`src/rtl/receptor_trama_ps2.sv`:
```
// PS/2 frame receiver: synchronises and de-glitches ps2c, shifts in 11-bit frames
// on filtered falling edges, and reports good/bad frames with registered ticks.
module receptor_trama_ps2 #(
  parameter int FILTER_LEN  = 8,
  parameter int TIMEOUT_CYC = 100000
) (
  input  logic       clk_nexys,
  input  logic       reset,
  input  logic       rx_en,
  input  logic       ps2c,
  input  logic       ps2d,
  output logic [7:0] dato,
  output logic       rx_done_tick,
  output logic       rx_err_tick,
  output logic [2:0] err_code,
  output logic [7:0] err_cnt
);

  localparam int TW = $clog2(TIMEOUT_CYC);
  localparam logic [TW-1:0] TO_MAX = TW'(TIMEOUT_CYC - 1);

  localparam logic [1:0] S_IDLE  = 2'd0;
  localparam logic [1:0] S_RECV  = 2'd1;
  localparam logic [1:0] S_CHECK = 2'd2;

  logic                  ps2c_s1_q, ps2c_s2_q;
  logic                  ps2d_s1_q, ps2d_s2_q;
  logic [FILTER_LEN-1:0] filt_q, filt_d;
  logic                  fclk_q, fclk_d;
  logic                  fall_edge;

  logic [1:0]    state_q, state_d;
  logic [10:0]   shreg_q, shreg_d;
  logic [3:0]    bitcnt_q, bitcnt_d;
  logic [TW-1:0] to_q, to_d;

  logic [7:0] dato_q, dato_d;
  logic       done_q, done_d;
  logic       err_q, err_d;
  logic [2:0] err_code_q, err_code_d;
  logic [7:0] err_cnt_q, err_cnt_d;

  logic framing_bad, parity_bad;

  // Filtered clock only moves once the whole window agrees, so short glitches never toggle it.
  always_comb begin
    filt_d = {ps2c_s2_q, filt_q[FILTER_LEN-1:1]};
    fclk_d = fclk_q;
    if (&filt_q) begin
      fclk_d = 1'b1;
    end else if (~|filt_q) begin
      fclk_d = 1'b0;
    end
  end

  assign fall_edge   = fclk_q & ~fclk_d;
  assign framing_bad = shreg_q[0] | ~shreg_q[10];
  assign parity_bad  = ~(^shreg_q[9:1]);

  always_comb begin
    state_d    = state_q;
    shreg_d    = shreg_q;
    bitcnt_d   = bitcnt_q;
    to_d       = to_q;
    dato_d     = dato_q;
    done_d     = 1'b0;
    err_d      = 1'b0;
    err_code_d = err_code_q;
    err_cnt_d  = err_cnt_q;

    case (state_q)
      S_IDLE: begin
        if (fall_edge && rx_en) begin
          shreg_d  = {ps2d_s2_q, shreg_q[10:1]};
          bitcnt_d = 4'd9;
          to_d     = '0;
          state_d  = S_RECV;
        end
      end

      S_RECV: begin
        // A fall_edge in the timeout cycle takes priority, so it is tested first.
        if (fall_edge) begin
          shreg_d = {ps2d_s2_q, shreg_q[10:1]};
          to_d    = '0;
          if (bitcnt_q == 4'd0) begin
            state_d = S_CHECK;
          end else begin
            bitcnt_d = bitcnt_q - 4'd1;
          end
        end else if (to_q == TO_MAX) begin
          err_d      = 1'b1;
          err_code_d = 3'b100;
          if (err_cnt_q != 8'hFF) begin
            err_cnt_d = err_cnt_q + 8'd1;
          end
          state_d = S_IDLE;
        end else begin
          to_d = to_q + TW'(1);
        end
      end

      S_CHECK: begin
        state_d = S_IDLE;
        if (!framing_bad && !parity_bad) begin
          done_d     = 1'b1;
          dato_d     = shreg_q[8:1];
          err_code_d = 3'b000;
        end else begin
          err_d      = 1'b1;
          err_code_d = {1'b0, parity_bad, framing_bad};
          if (err_cnt_q != 8'hFF) begin
            err_cnt_d = err_cnt_q + 8'd1;
          end
        end
      end

      default: begin
        state_d = S_IDLE;
      end
    endcase
  end

  always_ff @(posedge clk_nexys) begin
    if (reset) begin
      ps2c_s1_q  <= 1'b1;
      ps2c_s2_q  <= 1'b1;
      ps2d_s1_q  <= 1'b1;
      ps2d_s2_q  <= 1'b1;
      filt_q     <= '1;
      fclk_q     <= 1'b1;
      state_q    <= S_IDLE;
      shreg_q    <= '0;
      bitcnt_q   <= '0;
      to_q       <= '0;
      dato_q     <= '0;
      done_q     <= 1'b0;
      err_q      <= 1'b0;
      err_code_q <= '0;
      err_cnt_q  <= '0;
    end else begin
      ps2c_s1_q  <= ps2c;
      ps2c_s2_q  <= ps2c_s1_q;
      ps2d_s1_q  <= ps2d;
      ps2d_s2_q  <= ps2d_s1_q;
      filt_q     <= filt_d;
      fclk_q     <= fclk_d;
      state_q    <= state_d;
      shreg_q    <= shreg_d;
      bitcnt_q   <= bitcnt_d;
      to_q       <= to_d;
      dato_q     <= dato_d;
      done_q     <= done_d;
      err_q      <= err_d;
      err_code_q <= err_code_d;
      err_cnt_q  <= err_cnt_d;
    end
  end

  assign dato         = dato_q;
  assign rx_done_tick = done_q;
  assign rx_err_tick  = err_q;
  assign err_code     = err_code_q;
  assign err_cnt      = err_cnt_q;

endmodule

```
`config.mk`:
```
export PLATFORM = sky130hd
export DESIGN_NAME = receptor_trama_ps2
export DESIGN_NICKNAME = d
export VERILOG_FILES = /design/src/rtl/receptor_trama_ps2.sv
export SDC_FILE = /design/constraint.sdc
export NUM_CORES = 1
export LEC_CHECK = 0
export ABC_AREA = 1
export CAP_MARGIN = 20
export CORE_MARGIN = 5
export CORE_UTILIZATION = 60
export CTS_BUF_LIST = sky130_fd_sc_hd__clkbuf_8
export CTS_CLUSTER_SIZE = 25
export DETAILED_ROUTE_END_ITERATION = 12
export PLACE_DENSITY = 0.92
export SLEW_MARGIN = 5
export SYNTH_ARGS = -nofsm -noshare
export SYNTH_HDL_FRONTEND = slang
export SYNTH_SLANG_ARGS = --single-unit
```
`constraint.sdc`:
```
create_clock -name clk_nexys -period 2.5 [get_ports clk_nexys]
set_clock_uncertainty 0.1 [all_clocks]
set_input_delay 0.625 -clock clk_nexys [delete_from_list [all_inputs] [get_ports clk_nexys]]
set_output_delay 0.625 -clock clk_nexys [all_outputs]
set_load 0.02 [all_outputs]
```
==> results.ini, run 1 <==
[clock_tree]
cts.clk_slew.worst_paths_ps=80
postCtsSetupRepairBufs=0
cts_root_buffer=clkbuf_8
cts_buffer_depth=2
cts.sinks=68
post_cts_resized=0
cts_buffers=9
holdBufCountCts=0
htree_levels=3
insertion_delay_ps=350
tritoncts=done

[synthesis]
syn_inst=503
yosys.area.top_type=dfxtp_1
synth.distinct_cells=34
synth_nets=514
synth.area.top_cells=dfxtp_1, nand2_1, inv_1, a21oi_1, nand3_1
synth_seq_cells=68
seq_area_frac_synth=0.3871
synth_top_area_frac=0.3871
netlist_area_sq_um=3517
ys_warn_count=0
syn_area_per_cell_sq_um=6.992

[setup_path]
path_max_fanout=5
required_ps=1770
path_delay_family=buffers and inverters
crit_slowest_cell=clkdlybuf4s50_1
arrival_ps=1440
crit_start=err_cnt[5]
max_stage_delay_ps=650
critPathLaunchType=flip-flop
r2r-start=to_q[0]
path_cells=clkdlybuf4s50_1
worst-setup-path-type=flip-flop to primary output
worstSetupEndpointType=primary output
critPathBufInv=1

[detailed_routing]
vias=3363
drt_iter0_markers=199
wl_per_cell_um=13.29
avgViaCountPerCell=5.540
ant_nets=0
drcViolationCount=0
first_pass_iters=5
wl_um=8064

[floorplan]
dieArea_sq_um=7493
rows=27
start_util=0.6272
chipWidth_um=86.56
die_h_um=86.56
io_pins=26
coreArea_sq_um=5608

[sta]
finalSetupTns_ps=0
min_period_ps=2165
drv_slew=0
fmax_mhz=461.9
final-setup-viol-count=0
maxSlewHeadroom=0.6969
tightest_slew_ps=451.2
fin_ws_ps=335.2
holdWs_ps=300.3
finalCritPeriodShare=0.8659
final-hold-violation-count=0
rsz0062_at_grt=no

[global_routing]
grt_pass1_vias=3261
grt_max_degree=27
overflow=0
antenna_found_initial=0
grt_usage=0.2315
grt_pass1_wl_um=14110

[min_path]
hp-start=ps2c_s1_q
hp-class=flip-flop to flip-flop

[layout]
nNetsFinal=541
drive_above_1_share=0.1327
fillers=440
diodes=0
mostFrequentLayoutCells=nand2_1, dfxtp_1, inv_1, nor2_1, a21oi_1
final_core_util=0.7231
final_common_cell=nand2_1
area_growth_pct=15.30

[power]
p_per_area_nw_per_um2=551.9
ir_worst_vdd_mv=0.4016
p_leak_nw=1.534

[place]
dpl.hpwl_um=5513
numPortBuffers=25
dp_slack_ps=417.6
gp_congestion=0.9623

[outcome]
outcome=completed

[flow_run]
maxCapViolCount=0

-- metal layers --
layer | wire length (um) | global-route usage | vias up | share of wire
met2 | 4133 | 0.4131 | 86 | 0.51
li1 | - | - | 1681 | -
met1 | 3432 | 0.2660 | 1577 | 0.43
met5 | 0 | 0 | - | 0
met4 | 165 | 0.1091 | 0 | 0.020
met3 | 332 | 0.04087 | 19 | 0.041
-- path summary, 6_finish.rpt --
path / cells after the start / to / slack [ps]
max: 1 / err_cnt[5] / 340
min: 1 / ps2c_s2_q / 300
max reg2reg: 10 / err_cnt[7] / 400
min reg2reg: 1 / ps2c_s2_q / 300
-- cell families after synthesis --
kind of cell | share of synthesized area
buf+inv | 0.08751
fa+ha+maj | 0.02134
flops | 0.3871
compound gates | 0.1170
simple gates | 0.3671
xor+xnor | 0.01992
-- registers in the layout (all words and copies together) (netlist names) --
| register | count |
|---|---|
| to_q | 17 |
| shreg_q | 11 |
| dato | 8 |
| err_cnt | 8 |
| filt_q | 8 |
| bitcnt_q | 4 |
| err_code | 3 |
| state_q | 2 |
| fclk_q | 1 |
| ps2c_s1_q | 1 |
| ps2c_s2_q | 1 |
| ps2d_s1_q | 1 |
| ps2d_s2_q | 1 |
| rx_done_tick | 1 |
| rx_err_tick | 1 |
-- report_power, final --
group          total, mW  switching, mW  leakage, nW  internal, mW
Sequential          1.09        0.00221        0.549          1.09
Combinational     0.0492         0.0315        0.864        0.0178
Clock               1.10          0.439        0.121         0.661
-- synthesized netlist by cell type, drive strengths merged --
library cell	count
dfxtp	68
ha	6
clkbuf	9
or2	13
a31oi	1
nor2	51
nor3	14
o21ai	23
buf	7
inv	55
xor2	7
o21bai	1
nor4	3
xnor2	1
nand4	17
nand2	136
nand3	40
a21oi	49
and2	1
clkinv	1
-- final cells by class --
type | instances | area (sq um) | area share
Clock buffer | 9 | 123.9 | 0.03055
Clock inverter | 7 | 115.1 | 0.02839
Inverter | 56 | 214.0 | 0.05276
Multi-Input combinational cell | 363 | 1848 | 0.4557
Sequential cell | 68 | 1361 | 0.3357
Tap cell | 72 | 90.09 | 0.02222
Timing Repair Buffer | 32 | 302.8 | 0.07467
-- metrics by stage --
| stage | total power [mW] | instance area, sq um | cells |
|---|---|---|---|
| after floorplan | 1.147 | 3517 | 503 |
| after global placement | 1.162 | 3816 | 591 |
| after detailed placement | 1.163 | 3816 | 591 |
| after CTS | 2.248 | 4055 | 607 |
| after global routing | 2.310 | 4055 | 607 |
| final | 2.238 | 4055 | 607 |
(Power assumes the default switching activity.)
==> run 2, diff against run 1 <==
--- a/config.mk
+++ b/config.mk
@@ -13,6 +13,7 @@
 export CTS_CLUSTER_SIZE = 25
 export DETAILED_ROUTE_END_ITERATION = 12
 export PLACE_DENSITY = 0.92
+export RECOVER_POWER = 100
 export SLEW_MARGIN = 5
 export SYNTH_ARGS = -nofsm -noshare
 export SYNTH_HDL_FRONTEND = slang
==> results.ini, run 2 (synthesized netlist as in run 1, its figures left out) <==
[setup_path]
max_stage_delay_ps=710  ; +60 ps
path_cells=dlygate4sd3_1
critPathBufInv=1  ; unchanged
r2r.worst_path.cells=10  ; unchanged
ff2ff_setup_slack_ps=320  ; -80 ps
worstSetupEndpointType=primary output
path_delay_family=buffers and inverters
required_ps=1770  ; about the same
critPathLaunchType=flip-flop
arrival_ps=1490  ; +50 ps
crit_slowest_cell=dlygate4sd3_1
r2r-end=to_q[3]
r2r-start=to_q[0]
path_max_fanout=5  ; unchanged
crit_start=err_cnt[5]
worst-setup-path-type=flip-flop to primary output

[clock_tree]
htree_levels=3  ; unchanged
insertion_delay_ps=350  ; about the same
post_cts_resized=0  ; unchanged
postCtsSetupRepairBufs=0  ; unchanged
cts_root_buffer=clkbuf_8
holdBufCountCts=0  ; unchanged
tritoncts=done
cts_buffer_depth=2  ; unchanged
cts_buffers=9  ; unchanged
cts.clk_slew.worst_paths_ps=80  ; about the same
cts.sinks=68  ; unchanged

[sta]
final-setup-viol-count=0  ; unchanged
tightest_slew_ps=633.4  ; +182.2 ps
min_period_ps=2219  ; +54.22 ps
drv_slew=0  ; unchanged
final-hold-violation-count=0  ; unchanged
fmax_mhz=450.6  ; -2.4%
holdWs_ps=303.0  ; +2.734 ps
finalSetupTns_ps=0  ; unchanged
rsz0062_at_grt=no
finalCritPeriodShare=0.8876  ; +0.02169
maxSlewHeadroom=0.5777  ; -0.1192

[layout]
final_common_cell=nand2_1
regMostFlops=to_q
drive_above_1_share=0.1159  ; -0.01682
nNetsFinal=541  ; unchanged
diodes=0  ; unchanged
multi_input_area_sq_um=1809  ; -2.1%
postLayoutCellArea_sq_um=4010  ; -1.1%
mostFrequentLayoutCells=nand2_1, dfxtp_1, inv_1, nor2_1, a21oi_1
fillers=453  ; +3.0%
largest_reg_flops=17  ; unchanged
biggestRegsByFlops=to_q: 17 flops, shreg_q: 11 flops
regArea_sq_um=1361  ; unchanged
area_growth_pct=14.02

[place]
dpl.hpwl_um=5513  ; unchanged
gp_congestion=0.9623  ; unchanged
numPortBuffers=25  ; unchanged
place_area_sq_um=3816  ; unchanged

[floorplan]
rows=27  ; unchanged
chipWidth_um=86.56  ; unchanged
die_h_um=86.56  ; unchanged
start_util=0.6272  ; unchanged
dieArea_sq_um=7493  ; unchanged
io_pins=26  ; unchanged
coreArea_sq_um=5608  ; unchanged

[min_path]
hold_end=ps2c_s2_q
whs_path_depth=1  ; unchanged
hp-class=flip-flop to flip-flop
hp-start=ps2c_s1_q

[global_routing]
grt_max_degree=27  ; unchanged
grt_pass1_vias=3261  ; unchanged
overflow=0  ; unchanged
grt_pass1_wl_um=14110  ; unchanged
antenna_found_initial=0  ; unchanged
grt_usage=0.2315  ; unchanged

[power]
p_leak_nw=1.604  ; +4.6%
p_per_area_nw_per_um2=557.1  ; +0.94%
ir_worst_vdd_mv=0.3998  ; -0.43%

[detailed_routing]
avgViaCountPerCell=5.526  ; -0.27%
wl_um=8031  ; -0.41%
ant_nets=0  ; unchanged
drcViolationCount=0  ; unchanged
vias=3354  ; -0.27%
drt_iter0_markers=200  ; +0.50%
wl_per_cell_um=13.23  ; -0.41%
first_pass_iters=5  ; unchanged

[outcome]
outcome=completed

[flow_run]
maxCapViolCount=0  ; unchanged

## run 2: cell count changes in the layout (fill, tap and decap cells not counted), sizes merged
cell           change
clkdlybuf4s50     -22
dlygate4sd3       +22
buf                -2
clkbuf             +2
## run 2: final cells by class
cell class / instances / area share
Clock buffer: 9 / 0.03089
Clock inverter: 7 / 0.02871
Inverter: 56 / 0.05335
Multi-Input combinational cell: 363 / 0.4512
Sequential cell: 68 / 0.3395
Tap cell: 72 / 0.02246
Timing Repair Buffer: 32 / 0.07395
## run 2: power by group
group          leakage (nW)  switching [mW]  internal [mW]
sequential            0.549         0.00220           1.09
clock                 0.121           0.437          0.661
combinational         0.934          0.0306         0.0166
total                  1.60           0.470           1.76
## run 2: worst max path at each step
| stage | to | slack (ps) | cells after the start |
|---|---|---|---|
| floorplan | to_q[2] | 690 | 11 |
| global placement | shreg_q[2] | 480 | 6 |
| detailed placement | err_cnt[7] | 420 | 10 |
| CTS | err_cnt[5] | 330 | 1 |
| global route | to_q[5] | 90 | 10 |
| finish | err_cnt[5] | 280 | 1 |
## run 2: through the flow
step | cells | power (mW) | worst slack (ps) | util
floorplan | 503 | 1.147 | 690.5 | -
detailed placement | 591 | 1.163 | 417.6 | 0.6805
global placement | 591 | 1.162 | 479.3 | 0.6805
finish | 607 | 2.234 | 281.0 | 0.7151
global route | 607 | 2.308 | 90.26 | 0.7151
CTS | 607 | 2.248 | 334.9 | 0.7231
## run 2: worst reg2reg max path, delay by kind of cell, from the launching register on
kind / cells / cell delay, ps
simple gates: 7 / 930
flops: 1 / 410
fa+ha+maj: 1 / 270
buf+inv: 1 / 260
compound gates: 1 / 140
## run 2: routing by layer
metal  track usage  wire [um]
met1        0.2660       3359
met2        0.4131       4122
met3       0.04087        405
met4        0.1091        144
met5             0          0
==> run 3, diff against run 2 <==
--- a/config.mk
+++ b/config.mk
@@ -7,12 +7,14 @@
 export LEC_CHECK = 0
 export ABC_AREA = 1
 export CAP_MARGIN = 20
-export CORE_MARGIN = 5
-export CORE_UTILIZATION = 60
+export CELL_PAD_IN_SITES_DETAIL_PLACEMENT = 1
+export CELL_PAD_IN_SITES_GLOBAL_PLACEMENT = 1
+export CORE_MARGIN = 4
+export CORE_UTILIZATION = 44
 export CTS_BUF_LIST = sky130_fd_sc_hd__clkbuf_8
 export CTS_CLUSTER_SIZE = 25
 export DETAILED_ROUTE_END_ITERATION = 12
-export PLACE_DENSITY = 0.92
+export PLACE_DENSITY_LB_ADDON = 0.25
 export RECOVER_POWER = 100
 export SLEW_MARGIN = 5
 export SYNTH_ARGS = -nofsm -noshare
==> results.ini, run 3 (synthesized netlist as in run 1, its figures left out) <==
[outcome]
outcome=completed

[setup_path]
worst_path_most_repeated_cell=nand2_1
path_cells=nor2_1, nand2_1, nor2_2, nand3_2, clkinv_2, nand2_4, nand2_8, nand2_1, o21ai_0, a21oi_1
ff2ff_setup_slack_ps=230  ; -90 ps
worstSetupEndpointType=flip-flop
path_max_fanout=19  ; +14
required_ps=2610  ; +840 ps
r2r.worst_path.cells=10  ; unchanged
r2r-end=shreg_q[4]
max_stage_delay_ps=360  ; -350 ps
arrival_ps=2390  ; +900 ps
crit_slowest_cell=o21ai_0
worst-setup-path-type=flip-flop to flip-flop
r2r-start=filt_q[5]
critPathLaunchType=flip-flop

[clock_tree]
holdBufCountCts=0  ; unchanged
cts_buffers=9  ; unchanged
tritoncts=done
post_cts_resized=0  ; unchanged
cts_buffer_depth=2  ; unchanged
cts.clk_slew.worst_paths_ps=80  ; about the same
htree_levels=3  ; unchanged
postCtsSetupRepairBufs=0  ; unchanged
cts.sinks=68  ; unchanged
insertion_delay_ps=340  ; about the same
cts_root_buffer=clkbuf_8

[place]
place_area_sq_um=3861  ; +1.2%
dpl.hpwl_um=6588  ; +19%
dp_slack_ps=349.3  ; -68.30 ps
gp_congestion=0.8265  ; -14%
numPortBuffers=25  ; unchanged

[detailed_routing]
routed.top_layer=met4
vias=3322  ; -0.95%
drt_iter0_markers=82  ; -59%
wl_met3_um=271  ; -33%
wl_met1_um=3914  ; +17%
drcViolationCount=0  ; unchanged
ant_nets=0  ; unchanged
first_pass_iters=4  ; -1
dr_wl_met2_um=4797  ; +16%
wl_um=9043  ; +13%
wl_per_cell_um=14.17  ; +7.1%
avgViaCountPerCell=5.207  ; -5.8%

[floorplan]
coreArea_sq_um=7767  ; +39%
io_pins=26  ; unchanged
chipWidth_um=97.41  ; +13%
start_util=0.4528  ; -0.1744
die_h_um=97.41  ; +13%
rows=32  ; +19%
dieArea_sq_um=9488  ; +27%

[layout]
drive_above_1_share=0.1306  ; +0.01471
nNetsFinal=542  ; +0.18%
biggestRegsByFlops=to_q: 17 flops, shreg_q: 11 flops
diodes=0  ; unchanged
postLayoutCellArea_sq_um=4073  ; +1.6%
mostFrequentLayoutCells=nand2_1, dfxtp_1, inv_1, nor2_1, a21oi_1
final_common_cell=nand2_1
largest_reg_flops=17  ; unchanged
regMostFlops=to_q
area_growth_pct=15.80

[sta]
finalCritPeriodShare=0.9092  ; +0.02158
rsz0062_at_grt=no
finalSetupTns_ps=0  ; unchanged
final-hold-violation-count=0  ; unchanged
fmax_mhz=440.0  ; -2.4%
maxSlewHeadroom=0.5718  ; -0.005913
min_period_ps=2273  ; +53.94 ps
tightest_slew_ps=642.3  ; +8.869 ps
final-setup-viol-count=0  ; unchanged
fin_ws_ps=227.0  ; -53.94 ps
drv_slew=0  ; unchanged

[global_routing]
antenna_found_initial=0  ; unchanged
grt_pass1_wl_um=16170  ; +15%
grt_usage=0.2043  ; -0.02714
grt_pass1_vias=3500  ; +7.3%
overflow=0  ; unchanged
grt_max_degree=27  ; unchanged

[power]
p_per_area_nw_per_um2=527.6  ; -5.3%
p_leak_nw=1.595  ; -0.59%
ir_worst_vdd_mv=0.1981  ; -50%
power.total_mw=2.149  ; -3.8%

[flow_run]
maxCapViolCount=0  ; unchanged

[min_path]
hp-class=flip-flop to flip-flop
hp-start=ps2c_s1_q
hold_end=ps2c_s2_q
whs_path_depth=1  ; unchanged

==> run 3: final cells by class <==
cell class | count | area, sq um
clock buffer | 9 | 123.9
clock inverter | 7 | 97.59
fill | 1031 | 3695
inverter | 56 | 214.0
multi-input combinational | 363 | 1842
sequential | 68 | 1361
tap | 102 | 127.6
timing repair buffer | 33 | 306.5
==> run 3: through the flow <==
stage               utilization  instances  hold slack, ps
CTS                      0.5256        638           314.1
global route             0.5243        638           344.6
global placement         0.4971        622           290.4
floorplan                     -        503           289.5
detailed placement       0.4971        622           299.8
finish                   0.5243        638           307.2
==> run 3: critical path, delay by kind of cell (launching register included) <==
family,cells,cell delay [ps]
and+or+nand+nor,7,1070
DFF,1,320
buffers and inverters,1,200
AOI/OAI and AO/OA,2,420
==> run 3: how the worst max path moves through the flow <==
stage / startpoint / endpoint / slack, ps / depth (start not counted)
3_3_place_gp: to_q[0] / err_cnt[5] / 380 / 10
5_1_grt: filt_q[5] / shreg_q[4] / 20 / 10
6_report: filt_q[5] / shreg_q[4] / 230 / 10
3_5_place_dp: to_q[0] / err_cnt[1] / 350 / 10
2_1_floorplan: to_q[0] / to_q[2] / 690 / 11
4_1_cts: to_q[0] / to_q[1] / 300 / 11
==> run 3: per-layer routing <==
layer	up-vias	global-route usage
li1	1682	-
met4	0	0.05538
met5	-	0
met3	4	0.05025
met1	1592	0.2315
met2	44	0.3785
==> run 3: where the power goes <==
group / internal, mW / total [mW] / leakage (nW) / switching [mW]
clock network: 0.566 / 1.01 / 0.106 / 0.443
registers: 1.09 / 1.09 / 0.549 / 0.00216
logic: 0.0168 / 0.0499 / 0.940 / 0.0331
